$ cat src/rtl/button_pulse_emitter.sv
`default_nettype none
// ============================================================================
// Module   : button_pulse_emitter
// Purpose  : Accepts a 4-bit word on a valid/ready handshake and replays it
//            as one start pulse followed by four MSB-first bit pulses
//            (button1 for a 1 bit, button0 for a 0 bit). Each pulse is
//            PULSE_CYC cycles high and is followed by GAP_CYC low cycles.
//            All outputs are registered.
// Revision : 1.0 - initial release
// ============================================================================
module button_pulse_emitter #(
  parameter int unsigned PULSE_CYC = 4,  // 1..255
  parameter int unsigned GAP_CYC   = 4   // 2..255
) (
  input  logic       clk,
  input  logic       rst,
  input  logic [3:0] in_data,
  input  logic       in_valid,
  output logic       in_ready,
  input  logic       abort,
  output logic       start,
  output logic       button0,
  output logic       button1,
  output logic       busy,
  output logic       done
);

  // Terminal counts for the 8-bit phase counter.
  localparam logic [7:0] c_pulse_last = 8'(PULSE_CYC - 1);
  localparam logic [7:0] c_gap_last   = 8'(GAP_CYC - 1);

  typedef enum logic [2:0] {
    S_IDLE     = 3'd0,
    S_START_HI = 3'd1,
    S_START_LO = 3'd2,
    S_BIT_HI   = 3'd3,
    S_BIT_LO   = 3'd4,
    S_DONE     = 3'd5
  } state_t;

  state_t     state_q, state_d;
  logic [3:0] shreg_q, shreg_d;
  logic [7:0] cnt_q,   cnt_d;
  logic [1:0] idx_q,   idx_d;
  logic       start_q, start_d;
  logic       b0_q,    b0_d;
  logic       b1_q,    b1_d;
  logic       busy_q,  busy_d;
  logic       done_q,  done_d;
  logic       ready_q, ready_d;

  // Next-state and next-output logic; outputs are computed one cycle ahead
  // so every port comes straight from a flop.
  always_comb begin
    state_d = state_q;
    shreg_d = shreg_q;
    cnt_d   = cnt_q;
    idx_d   = idx_q;
    start_d = 1'b0;
    b0_d    = 1'b0;
    b1_d    = 1'b0;
    busy_d  = 1'b0;
    done_d  = 1'b0;
    ready_d = 1'b0;

    case (state_q)
      S_IDLE: begin
        // ready_q is low on the first cycle after reset, so no accept then.
        if (in_valid && ready_q) begin
          shreg_d = in_data;
          cnt_d   = 8'd0;
          start_d = 1'b1;
          busy_d  = 1'b1;
          state_d = S_START_HI;
        end else begin
          ready_d = 1'b1;
        end
      end

      S_START_HI: begin
        busy_d = 1'b1;
        if (cnt_q == c_pulse_last) begin
          cnt_d   = 8'd0;
          state_d = S_START_LO;
        end else begin
          cnt_d   = cnt_q + 8'd1;
          start_d = 1'b1;
        end
      end

      S_START_LO: begin
        busy_d = 1'b1;
        if (cnt_q == c_gap_last) begin
          cnt_d   = 8'd0;
          idx_d   = 2'd0;
          b1_d    = shreg_q[3];
          b0_d    = ~shreg_q[3];
          state_d = S_BIT_HI;
        end else begin
          cnt_d = cnt_q + 8'd1;
        end
      end

      S_BIT_HI: begin
        busy_d = 1'b1;
        if (cnt_q == c_pulse_last) begin
          cnt_d   = 8'd0;
          shreg_d = {shreg_q[2:0], 1'b0};
          state_d = S_BIT_LO;
        end else begin
          cnt_d = cnt_q + 8'd1;
          b1_d  = shreg_q[3];
          b0_d  = ~shreg_q[3];
        end
      end

      S_BIT_LO: begin
        busy_d = 1'b1;
        if (cnt_q == c_gap_last) begin
          cnt_d = 8'd0;
          if (idx_q == 2'd3) begin
            done_d  = 1'b1;
            state_d = S_DONE;
          end else begin
            // Register already shifted on leaving BIT_HI, so [3] is the next bit.
            idx_d   = idx_q + 2'd1;
            b1_d    = shreg_q[3];
            b0_d    = ~shreg_q[3];
            state_d = S_BIT_HI;
          end
        end else begin
          cnt_d = cnt_q + 8'd1;
        end
      end

      S_DONE: begin
        ready_d = 1'b1;
        state_d = S_IDLE;
      end

      default: begin
        state_d = S_IDLE;
      end
    endcase

    // Cancel overrides everything outside IDLE, including the DONE strobe.
    if (abort && (state_q != S_IDLE)) begin
      state_d = S_IDLE;
      cnt_d   = 8'd0;
      start_d = 1'b0;
      b0_d    = 1'b0;
      b1_d    = 1'b0;
      busy_d  = 1'b0;
      done_d  = 1'b0;
      ready_d = 1'b1;
    end
  end

  // State, datapath and output registers with synchronous reset.
  always_ff @(posedge clk) begin
    if (rst) begin
      state_q <= S_IDLE;
      shreg_q <= 4'd0;
      cnt_q   <= 8'd0;
      idx_q   <= 2'd0;
      start_q <= 1'b0;
      b0_q    <= 1'b0;
      b1_q    <= 1'b0;
      busy_q  <= 1'b0;
      done_q  <= 1'b0;
      ready_q <= 1'b0;
    end else begin
      state_q <= state_d;
      shreg_q <= shreg_d;
      cnt_q   <= cnt_d;
      idx_q   <= idx_d;
      start_q <= start_d;
      b0_q    <= b0_d;
      b1_q    <= b1_d;
      busy_q  <= busy_d;
      done_q  <= done_d;
      ready_q <= ready_d;
    end
  end

  assign in_ready = ready_q;
  assign start    = start_q;
  assign button0  = b0_q;
  assign button1  = b1_q;
  assign busy     = busy_q;
  assign done     = done_q;

endmodule
`default_nettype wire

$ cat config.mk
export PLATFORM = sky130hd
export DESIGN_NAME = button_pulse_emitter
export DESIGN_NICKNAME = d
export VERILOG_FILES = /design/src/rtl/button_pulse_emitter.sv
export SDC_FILE = /design/constraint.sdc
export NUM_CORES = 1
export LEC_CHECK = 0
export CAP_MARGIN = 20
export CORE_MARGIN = 10
export CORE_UTILIZATION = 30
export CTS_BUF_LIST = sky130_fd_sc_hd__clkbuf_4 sky130_fd_sc_hd__clkbuf_8
export DETAILED_ROUTE_END_ITERATION = 8
export GPL_TIMING_DRIVEN = 0
export PLACE_DENSITY = 0.58
export REMOVE_ABC_BUFFERS = 1
export SLEW_MARGIN = 10
export SYNTH_ARGS = -nofsm -noshare
export SYNTH_HDL_FRONTEND = slang
export SYNTH_SLANG_ARGS = --single-unit
$ cat constraint.sdc
create_clock -name clk -period 1.3 [get_ports clk]
set_input_delay 0.26 -clock clk [delete_from_list [all_inputs] [get_ports clk]]
set_output_delay 0.26 -clock clk [all_outputs]
set_load 0.005 [all_outputs]
==> Word-level counts from Yosys, hierarchy flattened <==
Index checks and enable logic that the tools add are counted.
{ "op_classes": {"n_bitwise": 3, "n_reduce_logical": 14, "shifts": 0, "muxes": 35, "add_sub_neg": 2, "n_eq_ne": 13, "n_lt_le_gt_ge": 0, "div_mod_pow": 0, "mul": 0} }
{ "op_table": {"columns": ["operator", "count"], "rows": [
  ["3-bit 2-to-1 mux", 6],
  ["8-bit 2-to-1 mux", 2],
  ["8-bit case mux with 2 select lines", 1],
  ["3-bit case mux with 5 select lines", 1],
  ["1-bit 2-to-1 mux", 13],
  ["2-bit != test, second input constant", 6],
  ["8-bit by 1-bit adder with 8-bit output, second input constant", 1],
  ["8-bit by 2-bit equality test with 1-bit output, second input constant", 1],
  ["4-bit 2-to-1 mux", 2],
  ["4-bit case mux with 2 select lines", 1],
  ["4-bit OR reduction", 2],
  ["3-bit by 2-bit equality test with 1-bit output, second input constant", 2],
  ["3-bit equality test, second input constant", 2],
  ["2-bit 2-to-1 mux", 3],
  ["1-bit case mux with 2 select lines", 3],
  ["1-bit case mux with 3 select lines", 2],
  ["2-bit nonzero test", 3],
  ["5-bit AND reduction", 1],
  ["2-bit case mux with 2 select lines", 1],
  ["4-bit AND reduction", 1],
  ["3-bit by 1-bit equality test with 1-bit output, second input constant", 1],
  ["3-bit logical NOT", 1],
  ["1-bit NOT", 3],
  ["3-bit AND reduction", 1],
  ["6 further kinds", 7]
]} }
{ "totals": {"latchBits": 0, "mem_bits_rw": 0, "out_inout_bits": 6, "mem_bits_ro": 0, "elab_cells": 77, "memories": 0, "ff_bits": 23} }

==> Longest topological paths before layout <==
Gate-level depths: netlist of the first run.
{ "depth": {"depth_word": 4, "depth_mapped": 6} }

==> Least setup slack after synthesis of the first run <==
Ideal clock, no wire load.
{ "synth_timing": {"path_kind": "reg-to-reg", "from": "register cnt_q[0]", "to": "register shreg_q[0]", "path_slack_ps": -182, "path_stages_with_launch": 7, "t_arrival_ps": 1366, "setup_ps": 116, "period_less_slack_ps": 1482, "cell_sequence": "dfxtp_1 ha_1 nor4b_4 and4_1 buf_2 nor4b_2 a41o_1"} }
{ "synth_between": {"elab_chain_len": 3} }
{ "synth_rtl": {"columns": ["element", "line", "rtl"], "rows": [
  ["from (decl)", "43", "logic [7:0] cnt_q, cnt_d;"],
  ["from (signal assigned)", "175", "cnt_q <= cnt_d;"],
  ["8-bit by 2-bit equality test with 1-bit output", "106", "if (cnt_q == c_pulse_last) begin"],
  ["2-bit != test (no source line)", null, null],
  ["3-bit AND reduction (no source line)", null, null],
  ["to (signal assigned)", "174", "shreg_q <= shreg_d;"],
  ["to (decl)", "42", "logic [3:0] shreg_q, shreg_d;"]
]} }
Every way passes these cells.
A chain may end at the register's enable or synchronous reset.

==> Worst setup path after layout of the first run <==
{ "layout_timing": {"from": "register cnt_q[1]", "to": "register shreg_q[0]"} }
The elaborated chain is that of the path after synthesis.

==> results of run 1 <==
## worst reg2reg max path, cell delays in order (launching register included)
cell and delay [ps]:
dfxtp_4 370, ha_4 140, nor4b_4 310, and4_4 330, nor4b_2 60, a41o_1 210
## power groups by stage
| stage | Sequential (µW) | Combinational (µW) | Clock (µW) |
|---|---|---|---|
| 2_1_floorplan | 787 | 167 | 0 |
| 3_3_place_gp | 793 | 253 | 0 |
| 3_5_place_dp | 796 | 255 | 0 |
| 4_1_cts | 779 | 287 | 488 |
| 5_1_grt | 786 | 371 | 504 |
| 6_report | 781 | 337 | 471 |
## registers in the layout, summed over array words and instances, names as in the netlist, 2 cells and up
register,cells
shreg_q,4
cnt_q,8
state_q,3
idx_q,2
## logic make-up after synthesis
family / after synthesis / share of synthesized area
fa+ha+maj: 2 / 0.0198
mux: 4 / 0.0317
flops: 23 / 0.365
simple gates: 57 / 0.291
compound gates: 40 / 0.238
buf+inv: 13 / 0.0545
## area by class of cell
cell class,count,area share
inverters,4,0.00843
repair buffers,32,0.152
multi-input cells,104,0.507
clock buffers,4,0.0274
flip-flops and latches,23,0.270
well taps,50,0.0351
## cell usage after synthesis, types with 2 or more instances
cell,n
nor3_1,6
buf_2,7
and2_1,3
dfxtp_1,23
o311a_1,3
o21ai_0,4
nand3b_1,2
a21oi_1,10
and4_1,2
nor3b_1,3
a31oi_1,5
inv_1,4
ha_1,2
nand3_1,7
nand2_1,10
mux2i_1,4
nor3_2,3
o21ai_1,3
nor2_1,7
## metrics by stage
| step | cells | hold WS [ps] |
|---|---|---|
| floorplan | 130 | 329 |
| detailed placement | 193 | 445 |
| global placement | 193 | 440 |
| CTS | 204 | 455 |
| finish | 217 | 454 |
| global route | 217 | 475 |
## per-layer routing
| layer | vias up | part of all wire | GRT usage |
|---|---|---|---|
| met5 | - | 0 | 0 |
| met4 | 0 | 0.020 | 0.0629 |
| met3 | 4 | 0.027 | 0.0191 |
| met2 | 18 | 0.51 | 0.143 |
| met1 | 588 | 0.44 | 0.103 |
| li1 | 582 | - | - |
## worst max-delay path by stage
| stage | from | to | depth (start not counted) |
|---|---|---|---|
| global route | cnt_q[0] | shreg_q[0] | 5 |
| global placement | rst | start | 4 |
| floorplan | state_q[1] | cnt_q[7] | 4 |
| finish | cnt_q[1] | shreg_q[0] | 5 |
| CTS | cnt_q[1] | idx_q[0] | 5 |
| detailed placement | rst | start | 4 |
## timing repair
item                       in CTS  in global routing
buffers inserted                6                 13
pin swaps                       9                 12
cloned                          1                  0
setup endpoints to repair      28                 22
gates resized for setup        36                 22
hold endpoints to repair        0                  0
==> key figures, run 1 <==
Run status
  – Status: finished with violations
  – Failing checks: negative setup slack

Synth
  – Ys flop type: dfxtp_1
  – Synth cell types: 50
  – Synth top area cells: dfxtp_1 36%, a21oi_1 4.0%, mux2i_1 3.2%
  – Top cell type's share of synthesized area: 0.365
  – Post-synth EDFFs: 0
  – Cell Area, Synth: 1260 µm²
  – Syn. warnings: 0
  – Synth area leader: dfxtp_1
  – Synth Instances: 139
  – Register area share after synthesis: 0.365
  – Synthesized area per cell: 9.08 µm²
  – Fraction of registers with async set/reset: 0
  – FF+latch count, synth: 23

Pwr
  – Clk pwr share: 0.296
  – Combinational cell fraction of total power: 0.212
  – Flop pwr share: 0.491
  – Int Power: 1140 µW
  – P per Cell Area: 892 nW/µm²
  – Total power draw: 1590 µW
  – Maximum vdd ir drop: 384 µV
  – P_leak: 0.000675 µW
  – Net switching power figure: 451 µW
  – Sw frac: 0.284

Clock tree
  – H-tree depth: 1
  – CTS Sinks: 23
  – Clock latency on the worst-skew pair: 270 ps
  – Hold buffer count at cts: 0
  – CTS Root Cell: clkbuf_8
  – Clock slew at reported path FFs: 80 ps
  – Clock buffer depth: 2
  – TritonCTS clock tree: done
  – Num CTS Buffers: 3

Cells and area
  – Final instance area: 1780 µm²
  – Fin nets: 178
  – Area growth syn-to-layout: 41.1%
  – Fin util: 0.442
  – Most frequent cells in the layout: 17 x buf_4, 15 x dfxtp_1, 8 x a21oi_1, 7 x nand2_1, 7 x dlygate4sd2_1
  – Share of layout cells above drive strength 1: 0.413
  – Area of the multi-input gates: 903 µm²
  – Sequential cell area: 480 µm²
  – Commonest non-fill, non-tap cell in the layout: buf_4
  – # fillers: 382
  – Antenna Cells: 0

Min path
  – Hold depth: 1
  – HP Start: shreg_q[3]
  – WHS Endpoint: button0
  – Hold Crit Class: reg -> reg

Setup path
  – CP Max Fanout: 7
  – CP Launch Type: register
  – CP Data Arrival Time: 1690 ps
  – Reg2reg end: shreg_q[0]
  – CP max stage delay: 370 ps
  – WP buf/inv: 0
  – CP Capture Type: register
  – Cells along the critical path: ha_4 > nor4b_4 > and4_4 > nor4b_2 > a41o_1
  – Worst r2r src: cnt_q[1]
  – WS Path Type: reg -> reg
  – CP max-delay cell: dfxtp_4
  – R2R setup slack: -220 ps
  – Worst EP required: 1470 ps
  – R2R cell count: 5
  – CP top delay family: simple AND/OR/NAND/NOR gates

Floorplanning
  – I/O pin count: 14
  – Initial cell density of the core: 0.313
  – Die width: 84.9 µm
  – Core area: 4030 µm²
  – Row Count: 23
  – Die area: 7200 µm²
  – Die height: 84.9 µm

Placed design
  – DP Area: 1400 µm²
  – Pre-CTS WS: -552 ps
  – Number of port buffers: 13
  – Dpl hpwl: 2070 µm
  – Global placer's final weighted congestion: 0.805

GRT
  – First-pass GRT wire length: 5460 µm
  – Vias in the first global route: 1148
  – Total congestion overflow: 0
  – Initial antenna violation count: 0
  – Largest net degree at the start of global routing: 17
  – Total GRT Usage: 0.0894

STA
  – Fin crit period: 1520 ps
  – Clock Skews: 1.14 ps
  – Setup ws final: -221 ps
  – Pins Over Slew Limit: 0
  – Slew headroom: 0.756
  – Final period utilization: 1.17
  – Fin. Hold Viols: 0
  – # setup viols final: 20
  – Unrepaired setup endpoints after global routing: true
  – Max Clk Rate: 0.657 GHz
  – Slew @ Worst Pin: 365 ps
  – Setup TNS: -2570 ps

Routing
  – First drt pass iteration count: 4
  – Vias per inst: 5.49
  – Post-DRT Antenna Nets: 0
  – Drc violations: 0
  – Initial drt markers: 135
  – Post-Route WL: 3400 µm
  – WL/cell: 15.7 µm
  – DR vias: 1192

Run
  – Max-Cap Viols: 0
(Power assumes the default switching activity.)
==> run 2: changes to the inputs <==
--- a/config.mk
+++ b/config.mk
@@ -7,11 +7,11 @@
 export LEC_CHECK = 0
 export CAP_MARGIN = 20
 export CORE_MARGIN = 10
-export CORE_UTILIZATION = 30
+export CORE_UTILIZATION = 40
 export CTS_BUF_LIST = sky130_fd_sc_hd__clkbuf_4 sky130_fd_sc_hd__clkbuf_8
 export DETAILED_ROUTE_END_ITERATION = 8
 export GPL_TIMING_DRIVEN = 0
-export PLACE_DENSITY = 0.58
+export PLACE_DENSITY = 0.7
 export REMOVE_ABC_BUFFERS = 1
 export SLEW_MARGIN = 10
 export SYNTH_ARGS = -nofsm -noshare
==> run 2 against run 1 <==
  * The flow still finishes with violations (negative setup slack)
  * Register-to-register slack got worse by 30 ps
  * Critical path depth rose by 1
  * Worst hold slack improved by 21 ps
  * Maximum frequency down 1.6%
  * Wire length rose by 6.0%
  * Critical path type unchanged
  * Critical endpoint is now cnt_q[3]
  * Largest cell class unchanged
  * Highest routed layer unchanged
==> key figures, run 2 (synthesis results as in run 1) <==
Run status
  – Status: finished with violations
  – Failing checks: negative setup slack

Routing
  – DR vias: 1238
  – First drt pass iteration count: 4
  – Initial drt markers: 52
  – Post-Route WL: 3600 µm
  – Vias per inst: 5.98
  – WL/cell: 17.4 µm
  – Drc violations: 0
  – Post-DRT Antenna Nets: 0

Floorplanning
  – Initial cell density of the core: 0.417
  – Die height: 76.2 µm
  – Die width: 76.2 µm
  – Row Count: 20
  – Core area: 3030 µm²
  – I/O pin count: 14
  – Die area: 5800 µm²

Cells and area
  – Largest register FFs: 8
  – Biggest regs: cnt_q: 8 flops, shreg_q: 4 flops, state_q: 3 flops
  – Commonest non-fill, non-tap cell in the layout: dfxtp_1
  – Share of layout cells above drive strength 1: 0.393
  – Fin nets: 174
  – # fillers: 268
  – Sequential cell area: 478 µm²
  – Most frequent cells in the layout: 15 x dfxtp_1, 13 x buf_4, 8 x a21oi_1, 8 x nand2_1, 7 x clkdlybuf4s50_1
  – Largest Register: cnt_q
  – Area growth syn-to-layout: 33.4%
  – Antenna Cells: 0
  – Area of the multi-input gates: 888 µm²
  – Fin util: 0.556
  – Final instance area: 1680 µm²

Clock tree
  – Clock slew at reported path FFs: 130 ps
  – Clock buffer depth: 2
  – H-tree depth: 1
  – Clock latency on the worst-skew pair: 320 ps
  – CTS Root Cell: clkbuf_4
  – CTS Sinks: 23
  – Num CTS Buffers: 3
  – TritonCTS clock tree: done

Placed design
  – Pre-CTS WS: -558 ps
  – Global placer's final weighted congestion: 0.840
  – Dpl hpwl: 1980 µm
  – Number of port buffers: 13
  – DP Area: 1390 µm²

Setup path
  – WS Path Type: reg -> reg
  – CP Launch Type: register
  – R2R setup slack: -250 ps
  – CP Data Arrival Time: 1760 ps
  – Worst EP required: 1510 ps
  – Worst r2r src: cnt_q[1]
  – Reg2reg end: cnt_q[3]
  – CP Max Fanout: 4
  – CP Capture Type: register
  – R2R cell count: 6
  – Crit path launch: cnt_q[1]

Min path
  – Hold depth: 2
  – WHS Endpoint: idx_q[1]
  – HP Start: idx_q[1]
  – Hold Crit Class: reg -> reg

STA
  – Unrepaired setup endpoints after global routing: true
  – Max Clk Rate: 0.647 GHz
  – Clock Skews: 1.16 ps
  – Setup TNS: -3490 ps
  – Fin. Hold Viols: 0
  – Slew @ Worst Pin: 413 ps
  – Slew headroom: 0.722
  – Setup ws final: -247 ps
  – Pins Over Slew Limit: 0
  – # setup viols final: 20
  – Final period utilization: 1.19
  – Fin crit period: 1550 ps

Pwr
  – Int Power: 1020 µW
  – Sw frac: 0.310
  – P_leak: 0.000641 µW
  – P per Cell Area: 878 nW/µm²
  – Clk pwr share: 0.234
  – Flop pwr share: 0.526
  – Combinational cell fraction of total power: 0.240
  – Net switching power figure: 458 µW
  – Maximum vdd ir drop: 506 µV

GRT
  – Total congestion overflow: 0
  – Initial antenna violation count: 0
  – Vias in the first global route: 1197
  – Largest net degree at the start of global routing: 17
  – Total GRT Usage: 0.114
  – First-pass GRT wire length: 5630 µm

Run
  – Max-Cap Viols: 0
run 2: cell count changes in the layout (fill, tap and decap cells not counted), moves of 2 or more:
cell      before  now
buf_4         17   13
buf_6          2    0
clkbuf_4       1    3
clkbuf_8       3    0
run 2: area by class of cell:
class	count	share of cell area
timing repair buffer	26	0.131
tap	44	0.0327
clock inverter	1	0.00297
inverter	4	0.00892
multi-input combinational	106	0.527
clock buffer	3	0.0134
sequential	23	0.284
run 2: metrics by stage:
stage | total power, µW | instances | hold WS [ps]
after floorplan | 955 | 130 | 329
after global placement | 1040 | 187 | 429
after detailed placement | 1050 | 187 | 449
after CTS | 1450 | 205 | 467
after global routing | 1540 | 207 | 500
final | 1480 | 207 | 475
run 2: power groups by stage:
stage,Combinational (µW),Sequential [µW],Clock (µW)
6_report,355,777,346
5_1_grt,387,784,371
4_1_cts,323,774,349
3_5_place_dp,257,796,0
3_3_place_gp,250,792,0
2_1_floorplan,167,787,0
run 2: repair_timing:
item	in CTS	in global routing
pin swaps	15	7
setup endpoints to repair	28	22
hold buffers	0	0
cloned	2	1
resized for setup	38	15
buffers inserted	12	3
run 2: how the worst max path moves through the flow:
stage,endpoint,slack [ps],cells past startpoint
after floorplan,cnt_q[7],-310,4
after global placement,start,-510,4
after detailed placement,cnt_q[7],-560,4
after CTS,shreg_q[0],-160,5
after global routing,cnt_q[2],-380,6
final,cnt_q[3],-250,6
run 2: worst max-delay path, stage by stage (launching register included):
cell and delay [ps]:
dfxtp_2 380, ha_4 140, nor4b_4 340, buf_4 210, nand2_1 140, nand3_1 130
a31oi_1 110
run 2: routing by layer:
metal  GRT usage  share of wire  vias to the layer above
met5           0              0                        -
met4      0.0688          0.017                        0
met3      0.0118          0.040                        6
met2       0.199           0.52                       48
met1       0.131           0.42                      605
li1            -              -                      579
==> run 3: changes to the inputs <==
--- a/config.mk
+++ b/config.mk
@@ -11,7 +11,7 @@
 export CTS_BUF_LIST = sky130_fd_sc_hd__clkbuf_4 sky130_fd_sc_hd__clkbuf_8
 export DETAILED_ROUTE_END_ITERATION = 8
 export GPL_TIMING_DRIVEN = 0
-export PLACE_DENSITY = 0.7
+export PLACE_DENSITY_LB_ADDON = 0.1
 export REMOVE_ABC_BUFFERS = 1
 export SLEW_MARGIN = 10
 export SYNTH_ARGS = -nofsm -noshare
==> run 3 against run 2 <==
  * The flow still finishes with violations (negative setup slack)
  * Power down 0.36%
  * Sequential power fell by 1%
  * Critical endpoint is now shreg_q[0]
  * Largest cell class unchanged
  * Combinational power grew 3%
  * Via count shrank 6.9%
  * Clock-buffer cell count unchanged
  * Sequential cell count unchanged
  * Highest routed layer unchanged
  * Global-route usage decreased by 0.53 points
  * Clock power fell by 3%
==> key figures, run 3 (synthesis results as in run 1) <==
Setup path
  – Worst r2r src: cnt_q[1]
  – WS Path Type: reg -> reg
  – CP Launch Type: register
  – Crit path launch: cnt_q[1]
  – Worst EP required: 1520 ps
  – CP max stage delay: 400 ps
  – CP Max Fanout: 7
  – Cells along the critical path: ha_4 > nor4b_4 > and4_4 > nor4b_2 > a41o_1
  – CP Capture Type: register
  – CP Data Arrival Time: 1720 ps
  – CP max-delay cell: dfxtp_4

Routing
  – First drt pass iteration count: 4
  – Post-DRT Antenna Nets: 0
  – WL/cell: 16.1 µm
  – Drc violations: 0
  – Vias per inst: 5.57
  – Initial drt markers: 73
  – Post-Route WL: 3340 µm
  – DR vias: 1152

Placed design
  – Number of port buffers: 13
  – Dpl hpwl: 2000 µm
  – Global placer's final weighted congestion: 0.790
  – DP Area: 1390 µm²

Clock tree
  – Clock slew at reported path FFs: 130 ps
  – Hold buffer count at cts: 0
  – CTS Sinks: 23
  – Clock latency on the worst-skew pair: 310 ps
  – Clock buffer depth: 2
  – Num CTS Buffers: 3
  – CTS Root Cell: clkbuf_4
  – H-tree depth: 1
  – TritonCTS clock tree: done

STA
  – Final period utilization: 1.15
  – Max Clk Rate: 0.668 GHz
  – Slew @ Worst Pin: 337 ps
  – Fin. Hold Viols: 0
  – Slew headroom: 0.775
  – # setup viols final: 20
  – Fin crit period: 1500 ps
  – Pins Over Slew Limit: 0
  – Setup ws final: -196 ps
  – Clock Skews: 2.54 ps
  – Unrepaired setup endpoints after global routing: true

GRT
  – Largest net degree at the start of global routing: 17
  – Total GRT Usage: 0.109
  – Initial antenna violation count: 0
  – Total congestion overflow: 0
  – First-pass GRT wire length: 5380 µm
  – Vias in the first global route: 1103

Cells and area
  – # fillers: 267
  – Share of layout cells above drive strength 1: 0.423
  – Largest Register: cnt_q
  – Biggest regs: cnt_q: 8 flops, shreg_q: 4 flops, state_q: 3 flops
  – Antenna Cells: 0
  – Final instance area: 1760 µm²
  – Most frequent cells in the layout: 14 x dfxtp_1, 10 x buf_4
  – Fin nets: 174
  – Largest register FFs: 8
  – Fin util: 0.581
  – Commonest non-fill, non-tap cell in the layout: dfxtp_1
  – Area growth syn-to-layout: 39.3%

Pwr
  – P_leak: 0.000651 µW
  – Total power draw: 1470 µW
  – Maximum vdd ir drop: 713 µV
  – P per Cell Area: 837 nW/µm²

Floorplanning
  – Core area: 3030 µm²
  – Die area: 5800 µm²
  – I/O pin count: 14
  – Row Count: 20
  – Die width: 76.2 µm
  – Initial cell density of the core: 0.417
  – Die height: 76.2 µm

Run status
  – Status: finished with violations
  – Failing checks: negative setup slack

Run
  – Max-Cap Viols: 0

Min path
  – HP Start: idx_q[1]
  – Hold Crit Class: reg -> reg
[run 3: changes by cell type in the layout (fill, tap and decap cells not counted), moves of 3 or more]
cell / change
buf_4: -3
o21ai_2: +3
dfxtp_2: -3
dfxtp_4: +4
o21ai_1: -3
[run 3: path summary, 6_finish.rpt]
kind	endpoint	slack [ps]	depth (start not counted)
hold reg to reg	idx_q[1]	470	2
setup reg to reg	shreg_q[0]	-200	5
hold / removal	idx_q[1]	470	2
setup / recovery	shreg_q[0]	-200	5
[run 3: critical path: cells and delay by family (launching register included)]
kind / cells / cell delay, ps
AOI/OAI and AO/OA: 1 / 210
adders and majority gates: 1 / 140
and+or+nand+nor: 3 / 660
DFF: 1 / 400
[run 3: metrics by stage]
| step | hold WS, ps | cells | setup slack (ps) | setup TNS, ps |
|---|---|---|---|---|
| 6_report | 467 | 207 | -196 | -2350 |
| 5_1_grt | 498 | 207 | -276 | -3860 |
| 4_1_cts | 473 | 201 | -190 | -2140 |
| 3_5_place_dp | 454 | 187 | -580 | -9800 |
| 3_3_place_gp | 438 | 187 | -574 | -9530 |
| 2_1_floorplan | 329 | 130 | -311 | -2320 |
[run 3: power by group]
group	leakage (µW)	switching (µW)	internal, µW
combinational	0.000441	202	165
sequential	0.000193	34.0	735
clock	0.0000177	222	115
[run 3: final cells by class]
| type | count | area [µm²] | share of cell area |
|---|---|---|---|
| Timing Repair Buffer | 26 | 224 | 0.127 |
| Inverter | 4 | 15.0 | 0.00853 |
| Clock buffer | 3 | 22.5 | 0.0128 |
| Sequential cell | 23 | 489 | 0.278 |
| Tap cell | 44 | 55.1 | 0.0313 |
| Multi-Input combinational cell | 106 | 948 | 0.539 |
| Clock inverter | 1 | 5.00 | 0.00284 |
[run 3: layer usage]
metal  vias to the layer above  routed length, µm  track usage
met5                         -                  0            0
met4                         0                 52       0.0186
met3                         6                145       0.0318
met2                        22               1480        0.170
met1                       546               1670        0.146
li1                        578                  -            -
[run 3: timing repair]
item                                    CTS  global route
gates resized for setup                  48            21
buffers inserted                          7             7
cloned                                    3             0
endpoints found under the setup margin   28            21
pin swaps                                19             9
